$ cat src/rtl/riscv_muldiv_issue_ctrl_pkg.sv
// Shared encodings for the M-extension issue controller: opcode/funct fields, FSM states, step count.
// Pure declarations, no logic; imported by the decode and top modules.
package riscv_muldiv_issue_ctrl_pkg;

    localparam logic [6:0] OPC_OP    = 7'b0110011;
    localparam logic [6:0] F7_MULDIV = 7'b0000001;

    localparam logic [2:0] F3_MUL    = 3'b000;
    localparam logic [2:0] F3_MULH   = 3'b001;
    localparam logic [2:0] F3_MULHSU = 3'b010;
    localparam logic [2:0] F3_MULHU  = 3'b011;
    localparam logic [2:0] F3_DIV    = 3'b100;
    localparam logic [2:0] F3_DIVU   = 3'b101;
    localparam logic [2:0] F3_REM    = 3'b110;
    localparam logic [2:0] F3_REMU   = 3'b111;

    localparam int STEP_COUNT = 32;
    localparam int CNT_W      = 6;
    localparam logic [CNT_W-1:0] LAST_STEP = CNT_W'(STEP_COUNT - 1);

    typedef enum logic [1:0] {
        ST_IDLE = 2'd0,
        ST_CALC = 2'd1,
        ST_DONE = 2'd2
    } state_t;

endpackage

$ cat src/rtl/riscv_muldiv_decode.sv
// Field decode of an R-type instruction into M-extension class and operand signedness.
// Combinational, zero latency; no flow control.
module riscv_muldiv_decode
    import riscv_muldiv_issue_ctrl_pkg::*;
(
    input  logic [6:0] opcode,
    input  logic [2:0] funct3,
    input  logic [6:0] funct7,
    output logic       is_mop,
    output logic       is_div,
    output logic       signed_a,
    output logic       signed_b
);

    assign is_mop = (opcode == OPC_OP) && (funct7 == F7_MULDIV);
    // DIV/DIVU/REM/REMU all share funct3[2]
    assign is_div = funct3[2];

    always_comb begin
        signed_a = 1'b0;
        signed_b = 1'b0;
        case (funct3)
            F3_MULH, F3_DIV, F3_REM: begin
                signed_a = 1'b1;
                signed_b = 1'b1;
            end
            F3_MULHSU: begin
                signed_a = 1'b1;
                signed_b = 1'b0;
            end
            F3_MUL, F3_MULHU, F3_DIVU, F3_REMU: begin
                signed_a = 1'b0;
                signed_b = 1'b0;
            end
            default: begin
                signed_a = 1'b0;
                signed_b = 1'b0;
            end
        endcase
    end

endmodule

$ cat src/rtl/riscv_muldiv_issue_ctrl.sv
// Issue/sequencing controller for an iterative RV32M multiply/divide datapath with RAW hazard check.
// Accept -> response in 33 cycles (2 on divide by zero); one op in flight, req_rdy low until the response is taken.
module riscv_muldiv_issue_ctrl
    import riscv_muldiv_issue_ctrl_pkg::*;
(
    input  logic        clk,
    input  logic        reset_n,
    input  logic        req_val,
    output logic        req_rdy,
    input  logic [31:0] req_inst,
    input  logic        flush,
    input  logic        dp_divisor_zero,
    output logic        dp_load,
    output logic        dp_step,
    output logic [2:0]  dp_fn,
    output logic        dp_signed_a,
    output logic        dp_signed_b,
    output logic        resp_val,
    input  logic        resp_rdy,
    output logic [4:0]  resp_rd,
    output logic        illegal,
    output logic        busy,
    input  logic [4:0]  chk_rs1,
    input  logic [4:0]  chk_rs2,
    output logic        chk_hazard
);

    state_t           state_q, state_d;
    logic [CNT_W-1:0] cnt_q, cnt_d;
    logic [2:0]       fn_q;
    logic [4:0]       rd_q;
    logic             sa_q, sb_q, div_q;

    logic is_mop, is_div, signed_a, signed_b;
    logic fire, mop_fire, div_zero_exit;
    logic unused_inst_bits;

    riscv_muldiv_decode u_decode (
        .opcode   (req_inst[6:0]),
        .funct3   (req_inst[14:12]),
        .funct7   (req_inst[31:25]),
        .is_mop   (is_mop),
        .is_div   (is_div),
        .signed_a (signed_a),
        .signed_b (signed_b)
    );

    // Source register fields are the hazard unit's business, not ours
    assign unused_inst_bits = ^req_inst[24:15];

    // Gating with reset_n keeps req_rdy low for the whole reset window
    assign req_rdy  = reset_n && (state_q == ST_IDLE) && !flush;
    assign fire     = req_val && req_rdy;
    assign mop_fire = fire && is_mop;
    assign dp_load  = mop_fire;
    assign illegal  = fire && !is_mop;

    assign busy        = (state_q != ST_IDLE);
    assign resp_val    = (state_q == ST_DONE) && !flush;
    assign resp_rd     = rd_q;
    assign dp_fn       = fn_q;
    assign dp_signed_a = sa_q;
    assign dp_signed_b = sb_q;
    assign chk_hazard  = busy && (rd_q != 5'd0) && ((chk_rs1 == rd_q) || (chk_rs2 == rd_q));

    // A zero divisor is known before the first iteration, so skip straight to DONE
    assign div_zero_exit = (state_q == ST_CALC) && div_q && dp_divisor_zero && (cnt_q == '0);
    assign dp_step       = (state_q == ST_CALC) && !div_zero_exit;

    always_comb begin
        state_d = state_q;
        cnt_d   = cnt_q;
        if (flush) begin
            state_d = ST_IDLE;
            cnt_d   = '0;
        end else begin
            case (state_q)
                ST_IDLE: begin
                    if (mop_fire) begin
                        state_d = ST_CALC;
                        cnt_d   = '0;
                    end
                end
                ST_CALC: begin
                    if (div_zero_exit) begin
                        state_d = ST_DONE;
                    end else begin
                        cnt_d = cnt_q + 1'b1;
                        if (cnt_q == LAST_STEP) begin
                            state_d = ST_DONE;
                        end
                    end
                end
                ST_DONE: begin
                    if (resp_rdy) begin
                        state_d = ST_IDLE;
                    end
                end
                default: begin
                    state_d = ST_IDLE;
                    cnt_d   = '0;
                end
            endcase
        end
    end

    always_ff @(posedge clk or negedge reset_n) begin
        if (!reset_n) begin
            state_q <= ST_IDLE;
            cnt_q   <= '0;
        end else begin
            state_q <= state_d;
            cnt_q   <= cnt_d;
        end
    end

    always_ff @(posedge clk or negedge reset_n) begin
        if (!reset_n) begin
            fn_q  <= 3'd0;
            rd_q  <= 5'd0;
            sa_q  <= 1'b0;
            sb_q  <= 1'b0;
            div_q <= 1'b0;
        end else if (mop_fire) begin
            fn_q  <= req_inst[14:12];
            rd_q  <= req_inst[11:7];
            sa_q  <= signed_a;
            sb_q  <= signed_b;
            div_q <= is_div;
        end
    end

endmodule

$ cat config.mk
export PLATFORM = sky130hd
export DESIGN_NAME = riscv_muldiv_issue_ctrl
export DESIGN_NICKNAME = d
export VERILOG_FILES = /design/src/rtl/riscv_muldiv_issue_ctrl_pkg.sv /design/src/rtl/riscv_muldiv_decode.sv /design/src/rtl/riscv_muldiv_issue_ctrl.sv
export SDC_FILE = /design/constraint.sdc
export NUM_CORES = 1
export LEC_CHECK = 0
export ABC_AREA = 1
export BUFFER_PORTS_ARGS = -buffer_cell sky130_fd_sc_hd__buf_2
export CAP_MARGIN = 20
export CORE_MARGIN = 3
export CORE_UTILIZATION = 43
export CTS_BUF_LIST = sky130_fd_sc_hd__clkbuf_8
export DETAILED_ROUTE_END_ITERATION = 7
export HOLD_SLACK_MARGIN = 0.06
export PLACE_DENSITY_LB_ADDON = 0.1
export SETUP_SLACK_MARGIN = 0.4
export SLEW_MARGIN = 10
export SYNTH_ARGS = -nofsm -noshare
export SYNTH_HDL_FRONTEND = slang
export SYNTH_HIERARCHICAL = 1
export SYNTH_SLANG_ARGS = --single-unit
$ cat constraint.sdc
create_clock -name clk -period 1.2 [get_ports clk]
set_input_delay 0.24 -clock clk [delete_from_list [all_inputs] [get_ports clk]]
set_output_delay 0.24 -clock clk [all_outputs]
set_load 0.005 [all_outputs]
# Yosys cells after proc, flatten, opt, wreduce, memory -nomap -nowiden
# Memory sizes are Yosys's and may differ from the RTL's. A register that Yosys moved wholly into a read port is not among the register bits.
# Index checks and enable logic that the tools add are counted.
word_totals:
  mem_bits_ro: 16
  wordCells: 53
  inputBits: 48
  n_memories: 1
  register_bits: 17
  output_inout_bits: 17
classes:
  addsub: 1
  mux: 10
  eq_ne: 12
  reduce_logical: 24
mem_list:
  columns: ["memory", "depth", "width", "read_ports", "rd_clocked_by_memory_dff", "wr", "line_no", "source"]
  rows:
  - ["(no name shown)", 8, 2, 1, 1, 0, "riscv_muldiv_decode.sv:22", "case (funct3)"]
op_table:
  columns: ["operator", "count"]
  rows:
  - ["6-bit two-way mux", 3]
  - ["6-bit case mux with 3 select lines", 1]
  - ["1-bit logical AND", 13]
  - ["5-bit == test", 2]
  - ["2-bit two-way mux", 5]
  - ["3-bit != test (second input constant)", 3]
  - ["7-bit by 1-bit == test with 1-bit output (second input constant)", 1]
  - ["7-bit by 6-bit == test with 1-bit output (second input constant)", 1]
  - ["6-bit by 1-bit adder with 6-bit output (second input constant)", 1]
  - ["6-bit by 5-bit == test with 1-bit output (second input constant)", 1]
  - ["6-bit logical NOT", 1]
  - ["2-bit case mux with 3 select lines", 1]
  - ["3-bit AND reduction", 2]
  - ["5-bit nonzero test", 1]
  - ["1-bit logical NOT", 4]
  - ["4-bit by 3-bit != test with 1-bit output (second input constant)", 1]
  - ["2-bit by 1-bit == test with 1-bit output (second input constant)", 1]
  - ["2-bit == test (second input constant)", 1]
  - ["2-bit logical NOT", 1]
  - ["2-bit != test (second input constant)", 1]
  - ["2-bit nonzero test", 1]
  - ["1-bit logical OR", 1]

# Longest topological paths before layout
# Gate-level depths: netlist of the first run.
depth:
  ltp_word: 8
  mapped_depth: 11
  ltp_nobuf: 10

# Modules after synthesis
# Netlist of the first run, hierarchy kept.
modules_own_cells:
  columns: ["mod", "area_per_inst_um2", "cells_per_inst", "n_inst"]
  rows:
  - ["riscv_muldiv_issue_ctrl", 1192.4, 147, 1]
  - ["riscv_muldiv_decode", 123.9, 28, 1]

# Worst setup path before layout of the first run
# OpenSTA, ideal clock, no wires.
synth_path:
  kind: "input to register"
  from: "input port req_inst[30]"
  to: "register cnt_q[2]"
  path_buffers: 1
  setup_time_ns: 0.117
  required_time_ns: 1.083
  stages: 11
  slack_ns: -0.231
  t_arrival_ns: 1.314
  cell_sequence: "inv_1 > nand2_1 > nor2_1 > nand2_1 > nor2_1 > inv_1 > buf_2 > o31ai_4 > nand3_2 > nand2_1 > nand2_1"
synth_between:
  elab_chain_len: 5
synth_rtl:
  columns: ["element", "line_no", "source"]
  rows:
  - ["start: declaration", "riscv_muldiv_issue_ctrl.sv:10", "input logic [31:0] req_inst,"]
  - ["7-bit by 1-bit == test with 1-bit output", "riscv_muldiv_decode.sv:15", "assign is_mop = (opcode == OPC_OP) && (funct7 == F7_MULDIV);"]
  - ["1-bit logical AND", "riscv_muldiv_decode.sv:15", null]
  - ["via is_mop", "riscv_muldiv_issue_ctrl.sv:34", "logic is_mop, is_div, signed_a, signed_b;"]
  - ["1-bit logical AND", "riscv_muldiv_issue_ctrl.sv:54", "assign mop_fire = fire && is_mop;"]
  - ["3-bit != test (no line)", null, null]
  - ["3-bit AND reduction (no line)", null, null]
  - ["end signal: assignment", "riscv_muldiv_issue_ctrl.sv:113", "cnt_q <= cnt_d;"]
  - ["end: declaration", "riscv_muldiv_issue_ctrl.sv:29", "logic [CNT_W-1:0] cnt_q, cnt_d;"]
# The timed path passes the listed nets, and every way through them passes these cells.
# A chain may end at the register's enable or synchronous reset.

# Worst setup path in the final report of the first run
layout_path:
  from: "register rd_q[1] (netlist: resp_rd[1])"
  to: "output port chk_hazard"
layout_between:
  elab_chain_len: 3
layout_rtl:
  columns: ["element", "line_no", "source"]
  rows:
  - ["start: declaration", "riscv_muldiv_issue_ctrl.sv:31", "logic [4:0] rd_q;"]
  - ["start signal: assignment", "riscv_muldiv_issue_ctrl.sv:126", "rd_q <= req_inst[11:7];"]
  - ["5-bit == test / 5-bit nonzero test (equally long branches)", "riscv_muldiv_issue_ctrl.sv:64", "assign chk_hazard = busy && (rd_q != 5'd0) && ((chk_rs1 == rd_q) || (chk_rs2 == rd_q));"]
  - ["1-bit logical OR / 1-bit logical AND (equally long branches)", "riscv_muldiv_issue_ctrl.sv:64", null]
  - ["1-bit logical AND (*)", "riscv_muldiv_issue_ctrl.sv:64", null]
  - ["end: declaration", "riscv_muldiv_issue_ctrl.sv:25", "output logic chk_hazard"]
# Mark *: on every way between the ends. The rest lies on a longest branch, timed or not.

==> results of run 1 <==
==> what timing repair did <==
action	CTS	global route
endpoints found under the hold margin	19	0
gates resized for setup	41	18
endpoints found under the setup margin	36	36
hold buffers	1	0
pin swaps	11	10
buffers inserted	11	4
==> cells by family (layout without fill, tap and decap cells) <==
| logic type | after synthesis | in the layout | share of synthesized area |
|---|---|---|---|
| simple gates | 89 | 89 | 0.333 |
| buf+inv | 35 | 137 | 0.122 |
| flops | 19 | 19 | 0.361 |
| compound gates | 18 | 18 | 0.0827 |
| xor+xnor | 11 | 11 | 0.0732 |
| fa+ha+maj | 3 | 3 | 0.0285 |
==> metal layers <==
layer / track usage / share of wire
met1: 0.240 / 0.37
met3: 0.0398 / 0.057
met5: 0 / 0
met4: 0.0186 / 0.039
met2: 0.402 / 0.54
==> synth_stat cells (2+ instances only) <==
cell	n
a21oi_1	2
dfrtp_1	19
ha_1	3
inv_1	29
inv_2	2
nand2_1	42
nand2_2	9
nand3_1	9
nand4_1	6
nor2_1	14
nor2_2	2
o21ai_0	4
o21ai_1	10
xnor2_1	4
xor2_1	7
==> area by class of cell <==
class	count	area (sq um)
well taps	31	38.8
fillers	194	547
multi-input cells	121	861
clock buffers	3	41.3
repair buffers	102	741
clock inverters	1	3.75
inverters	31	116
flip-flops and latches	19	480
==> state kept, by name, indices dropped and copies added, names as in the netlist <==
register     cells
cnt_q            6
dp_signed_a      1
dp_signed_b      1
state_q          2
dp_fn            3
div_q            1
resp_rd          5
==> tightest hold or removal path: stages <==
cell,delay (ns)
buf_2,0.08
nand2_2,0.04
nand2_1,0.05
==> stage by stage <==
| step | setup TNS [ns] | power (W) | instances | setup slack (ns) |
|---|---|---|---|---|
| floorplan | -1.17 | 0.000718 | 175 | -0.146 |
| global placement | -3.46 | 0.000818 | 288 | -0.214 |
| detailed placement | -4.14 | 0.000825 | 288 | -0.257 |
| CTS | -5.30 | 0.00128 | 304 | -0.401 |
| global route | -8.29 | 0.00135 | 308 | -0.500 |
| finish | -6.58 | 0.00129 | 308 | -0.415 |
==> worst min-delay path by stage <==
| stage | start | end | slack, ns | cells past startpoint |
|---|---|---|---|---|
| final | req_inst[8] | resp_rd[1] | 0.18 | 3 |
| after global routing | req_inst[8] | resp_rd[1] | 0.20 | 3 |
| after CTS | req_inst[8] | resp_rd[1] | 0.18 | 3 |
| after detailed placement | reset_n | cnt_q[4] | 0.24 | 2 |
| after global placement | reset_n | resp_rd[2] | 0.23 | 2 |
| after floorplan | reset_n | cnt_q[0] | -0.06 | 0 |
==> report_power, final <==
| part | switching (W) | internal (W) | total [W] |
|---|---|---|---|
| Clock | 0.000220 | 0.000228 | 0.000447 |
| Sequential | 0.000000203 | 0.000640 | 0.000640 |
| Combinational | 0.000101 | 0.0000987 | 0.000200 |
| Total | 0.000321 | 0.000966 | 0.00129 |
==> key figures, run 1 <==
CTS
  • Clock root cell: clkbuf_8
  • Clk buf depth: 2
  • Clock H-tree levels: 1
  • Worst skew pair latency: 0.26 ns
  • Sink Count: 19
  • Worst-path clk slew: 0.07 ns
  • CTS tree: yes
  • Total CTS buffers: 3

Route
  • Vias: 1532
  • Residual DRC: 0
  • Total wire length: 4150 um
  • First-pass DRT Iterations: 4
  • Drt wl/cell: 13.5 um
  • DRT iter0 DRCs: 68
  • Via-to-Cell Ratio: 4.97
  • Post-DRT Antenna Nets: 0

Finish
  • Commonest non-fill, non-tap cells in the layout: 51 x buf_2, 36 x nand2_1, 29 x buf_4
  • Area grow syn2layout: 73.4%
  • Design area: 0.00228 sq mm
  • Nets: 329
  • Antenna cell count: 0
  • Commonest non-fill, non-tap cell in the layout: buf_2
  • Util after Layout: 0.807
  • Fraction of layout cells with a size suffix above 1: 0.592

Place
  • GPL Wtd Cong: 0.803
  • DP Area: 0.00188 sq mm
  • Number of port buffers: 54
  • Post-DP HPWL: 2710 um

Setup path
  • R2r setup slk: -0.29 ns
  • Worst Path Required: 0.96 ns
  • Worst-case reg-to-reg path depth: 9
  • Worst Setup Path Type: reg2out
  • R2r endpoint: div_q
  • Max FO, Critical Path: 4
  • Worst Path Buf+Inv: 1
  • Crit-path leading delay family: flip-flops
  • Largest stage delay, worst path: 0.45 ns
  • Reg-to-Reg Start: state_q[0]
  • Worst Setup SP: resp_rd[1]
  • Critical-path cell list: xor2_1 -> nor2_1 -> nand4_1 -> a21oi_2 -> buf_2
  • Worst setup path endpoint: chk_hazard
  • Startpoint class of the critical path: flip-flop
  • Critical path arrival: 1.37 ns
  • Crit end category: primary output
  • Levels on crit path: 5
  • Crit path max-delay cell type: dfrtp_2

Power and ir drop
  • Leakage: 1.27 nW
  • Largest vdd supply drop: 0.000783 V
  • PwrDens: 564 mW/mm^2

Worst hold path
  • Worst hold-check path type: in2reg

Yosys
  • Number of synthesized flops with an enable pin: 0
  • Yosys top cell area share: 0.361
  • Top post-synthesis cells by area: dfrtp_1 36%, nand2_1 12%, inv_1 8.3%
  • Synth async-reset ratio: 1.00
  • Leading area contributor after synthesis: dfrtp_1
  • Synth unique cells: 28
  • Commonest register cell after synthesis: dfrtp_1
  • Yosys reg bits: 19
  • Syn avg cell area: 7.52 sq um
  • Cell Area, Synth: 0.00132 sq mm
  • Register area share after synthesis: 0.361
  • Yosys warns: 6
  • Post-synth net total: 226
  • Gate Count Post-Synth: 175

Run status
  • Status: finished, violations left
  • Failing checks: setup timing

STA
  • Hold slack: 0.183 ns
  • Slew Viols, Final: 0
  • RSZ-0062 raised after global routing: true
  • Final hold vios: 0
  • Final Skew: 0.000575 ns
  • Measured slew at the worst slew-check pin: 0.261 ns
  • Fin crit share: 1.35
  • Setup ws final: -0.415 ns
  • Final min period: 1.61 ns
  • Final setup fails: 27
  • Maximum clock rate: 619 MHz
  • Slew Limit Headroom: 0.826

Global route
  • Number of global-route vias before repair: 1434
  • First-pass GRT wire length: 5850 um
  • Initial antenna violation count: 0
  • GR Overflow Total: 0
  • Largest net degree at the start of global routing: 20
  • Total GRT Usage: 0.207

Floorplan
  • Core Area: 0.00283 sq mm
  • Die Y: 61.3 um
  • Full die area: 0.00376 sq mm
  • Die Span X: 61.3 um
  • Row count: 19
  • Initial Utilization: 0.465
  • IO Pins: 65

Run
  • Max-cap violations: 0
(Power assumes the default switching activity.)
==> inputs of run 2 (changes only) <==
--- a/config.mk
+++ b/config.mk
@@ -9,7 +9,7 @@
 export BUFFER_PORTS_ARGS = -buffer_cell sky130_fd_sc_hd__buf_2
 export CAP_MARGIN = 20
 export CORE_MARGIN = 3
-export CORE_UTILIZATION = 43
+export CORE_UTILIZATION = 42
 export CTS_BUF_LIST = sky130_fd_sc_hd__clkbuf_8
 export DETAILED_ROUTE_END_ITERATION = 7
 export HOLD_SLACK_MARGIN = 0.06
@@ -18,5 +18,4 @@
 export SLEW_MARGIN = 10
 export SYNTH_ARGS = -nofsm -noshare
 export SYNTH_HDL_FRONTEND = slang
-export SYNTH_HIERARCHICAL = 1
 export SYNTH_SLANG_ARGS = --single-unit
==> key figures, run 2 <==
Yosys
  • Gate Count Post-Synth: 177
  • Syn avg cell area: 7.03 sq um
  • Cell Area, Synth: 0.00124 sq mm
  • Post-synth net total: 228
  • Top cells by count, synth: 49 x nand2_1, 28 x nor2_1, 25 x inv_1
  • Synth unique cells: 27
  • Commonest register cell after synthesis: dfrtp_1
  • Yosys reg bits: 18
  • Synth async-reset ratio: 1.00
  • Most common cell in the netlist: nand2_1
  • Yosys warns: 0
  • Register area share after synthesis: 0.362
  • Leading area contributor after synthesis: dfrtp_1
  • Number of synthesized flops with an enable pin: 0
  • Top post-synthesis cells by area: dfrtp_1 36%, nand2_1 15%, nor2_1 8.4%
  • Yosys top cell area share: 0.362

Route
  • Uppermost routed layer: met4
  • Drt wl/cell: 13.8 um
  • Residual DRC: 0
  • Vias: 1548
  • Met2 WL: 2400 um
  • Via-to-Cell Ratio: 4.91
  • WL met3: 217 um
  • First-pass DRT Iterations: 7
  • Total wire length: 4340 um
  • M1 WL: 1660 um
  • Post-DRT Antenna Nets: 0
  • DRT iter0 DRCs: 70

STA
  • Final min period: 1.60 ns
  • Measured slew at the worst slew-check pin: 0.326 ns
  • Sum of negative setup slack: -8.08 ns
  • Slew Viols, Final: 0
  • Slew Limit Headroom: 0.783
  • Final hold vios: 0
  • Maximum clock rate: 626 MHz
  • RSZ-0062 raised after global routing: true
  • Final setup fails: 27
  • Final Skew: 0.00345 ns
  • Setup ws final: -0.398 ns
  • Fin crit share: 1.33

Finish
  • Commonest non-fill, non-tap cell in the layout: buf_2
  • Antenna cell count: 0
  • Nets: 336
  • Fill count: 172
  • Design area: 0.00231 sq mm
  • Area of the multi-input gates: 875 sq um
  • Fraction of layout cells with a size suffix above 1: 0.602
  • Commonest non-fill, non-tap cells in the layout: 48 x buf_2, 28 x buf_4, 27 x nand2_1
  • Max reg flops: 6
  • Most flops, register: cnt_q
  • Area grow syn2layout: 85.5%
  • Reg area: 454 sq um

Floorplan
  • Die Span X: 60.4 um
  • Initial Utilization: 0.448
  • Full die area: 0.00365 sq mm
  • Core Area: 0.00278 sq mm
  • Row count: 19
  • IO Pins: 65
  • Die Y: 60.4 um

Place
  • Pre-CTS setup slack: -0.208 ns
  • DP Area: 0.00173 sq mm
  • Post-DP HPWL: 2780 um
  • Number of port buffers: 54
  • GPL Wtd Cong: 0.889

Power and ir drop
  • Largest vdd supply drop: 0.000638 V
  • Leakage: 1.25 nW
  • PwrDens: 574 mW/mm^2

CTS
  • Worst-path clk slew: 0.07 ns
  • Clk buf depth: 2
  • Clock H-tree levels: 1
  • Worst skew pair latency: 0.26 ns
  • Clock root cell: clkbuf_8
  • CTS tree: yes
  • Total CTS buffers: 3
  • Sink Count: 18

Global route
  • Largest net degree at the start of global routing: 19
  • Number of global-route vias before repair: 1479
  • Initial antenna violation count: 0
  • GR Overflow Total: 0
  • First-pass GRT wire length: 6420 um
  • Total GRT Usage: 0.235

Setup path
  • Critical path arrival: 1.36 ns
  • Worst Setup Path Type: reg2out
  • Max FO, Critical Path: 3
  • Crit end category: primary output
  • Startpoint class of the critical path: flip-flop
  • Worst Path Required: 0.96 ns

Run status
  • Status: finished, violations left
  • Failing checks: setup timing

Worst hold path
  • Worst hold-check path type: in2reg

Run
  • Max-cap violations: 0
==> run 2: routing by layer <==
| metal | global-route usage | up-vias |
|---|---|---|
| li1 | - | 759 |
| met1 | 0.248 | 728 |
| met2 | 0.466 | 53 |
| met3 | 0.0511 | 8 |
| met4 | 0.0619 | 0 |
| met5 | 0 | - |
==> run 2: logic make-up after synthesis <==
group	count (synthesis)	share of synthesized area
simple gates	104	0.374
fa+ha+maj	3	0.0302
buf+inv	29	0.0965
compound gates	13	0.0673
xor+xnor	10	0.0703
flops	18	0.362
==> run 2: worst paths after layout <==
| check | from | end | slack [ns] | depth (start not counted) |
|---|---|---|---|---|
| min | req_inst[7] | resp_rd[0] | 0.18 | 3 |
| max in group asynchronous | reset_n | resp_rd[2] | 0.47 | 3 |
| min in group asynchronous | reset_n | resp_rd[1] | 0.55 | 3 |
| max reg2reg | state_q[1] | resp_rd[4] | -0.36 | 11 |
| max | resp_rd[0] | chk_hazard | -0.40 | 5 |
| min reg2reg | cnt_q[4] | cnt_q[4] | 0.55 | 2 |
==> run 2: per-stage QoR <==
step	power, W	std cells	hold WS [ns]	util
global placement	0.000783	284	0.261	0.621
floorplan	0.000677	177	-0.0556	-
global route	0.00138	315	0.203	0.830
detailed placement	0.000791	284	0.272	0.621
finish	0.00132	315	0.183	0.830
CTS	0.00132	309	0.170	0.774
==> run 2: area by class of cell <==
type	instances	share of cell area
Inverter	27	0.0450
Clock buffer	4	0.0238
Multi-Input combinational cell	130	0.379
Sequential cell	18	0.197
Timing Repair Buffer	105	0.339
Tap cell	31	0.0168
==> run 2: what timing repair did <==
action,CTS,global route
setup endpoints to repair,35,35
pin swaps,16,17
gates resized for setup,58,34
setup buffers,20,6
hold endpoints to repair,18,0
hold buffers,1,0
==> run 2: where the power goes <==
part	total [W]	switching (W)	internal [W]
Combinational	0.000210	0.000103	0.000107
Clock	0.000508	0.000216	0.000292
Sequential	0.000606	0.000000145	0.000606
==> run 2: critical path, cell delays in order (launching register included) <==
cell	delay (ns)
dfrtp_1	0.42
xor2_1	0.19
nor3_2	0.15
nand3_1	0.11
a21oi_2	0.12
buf_2	0.11
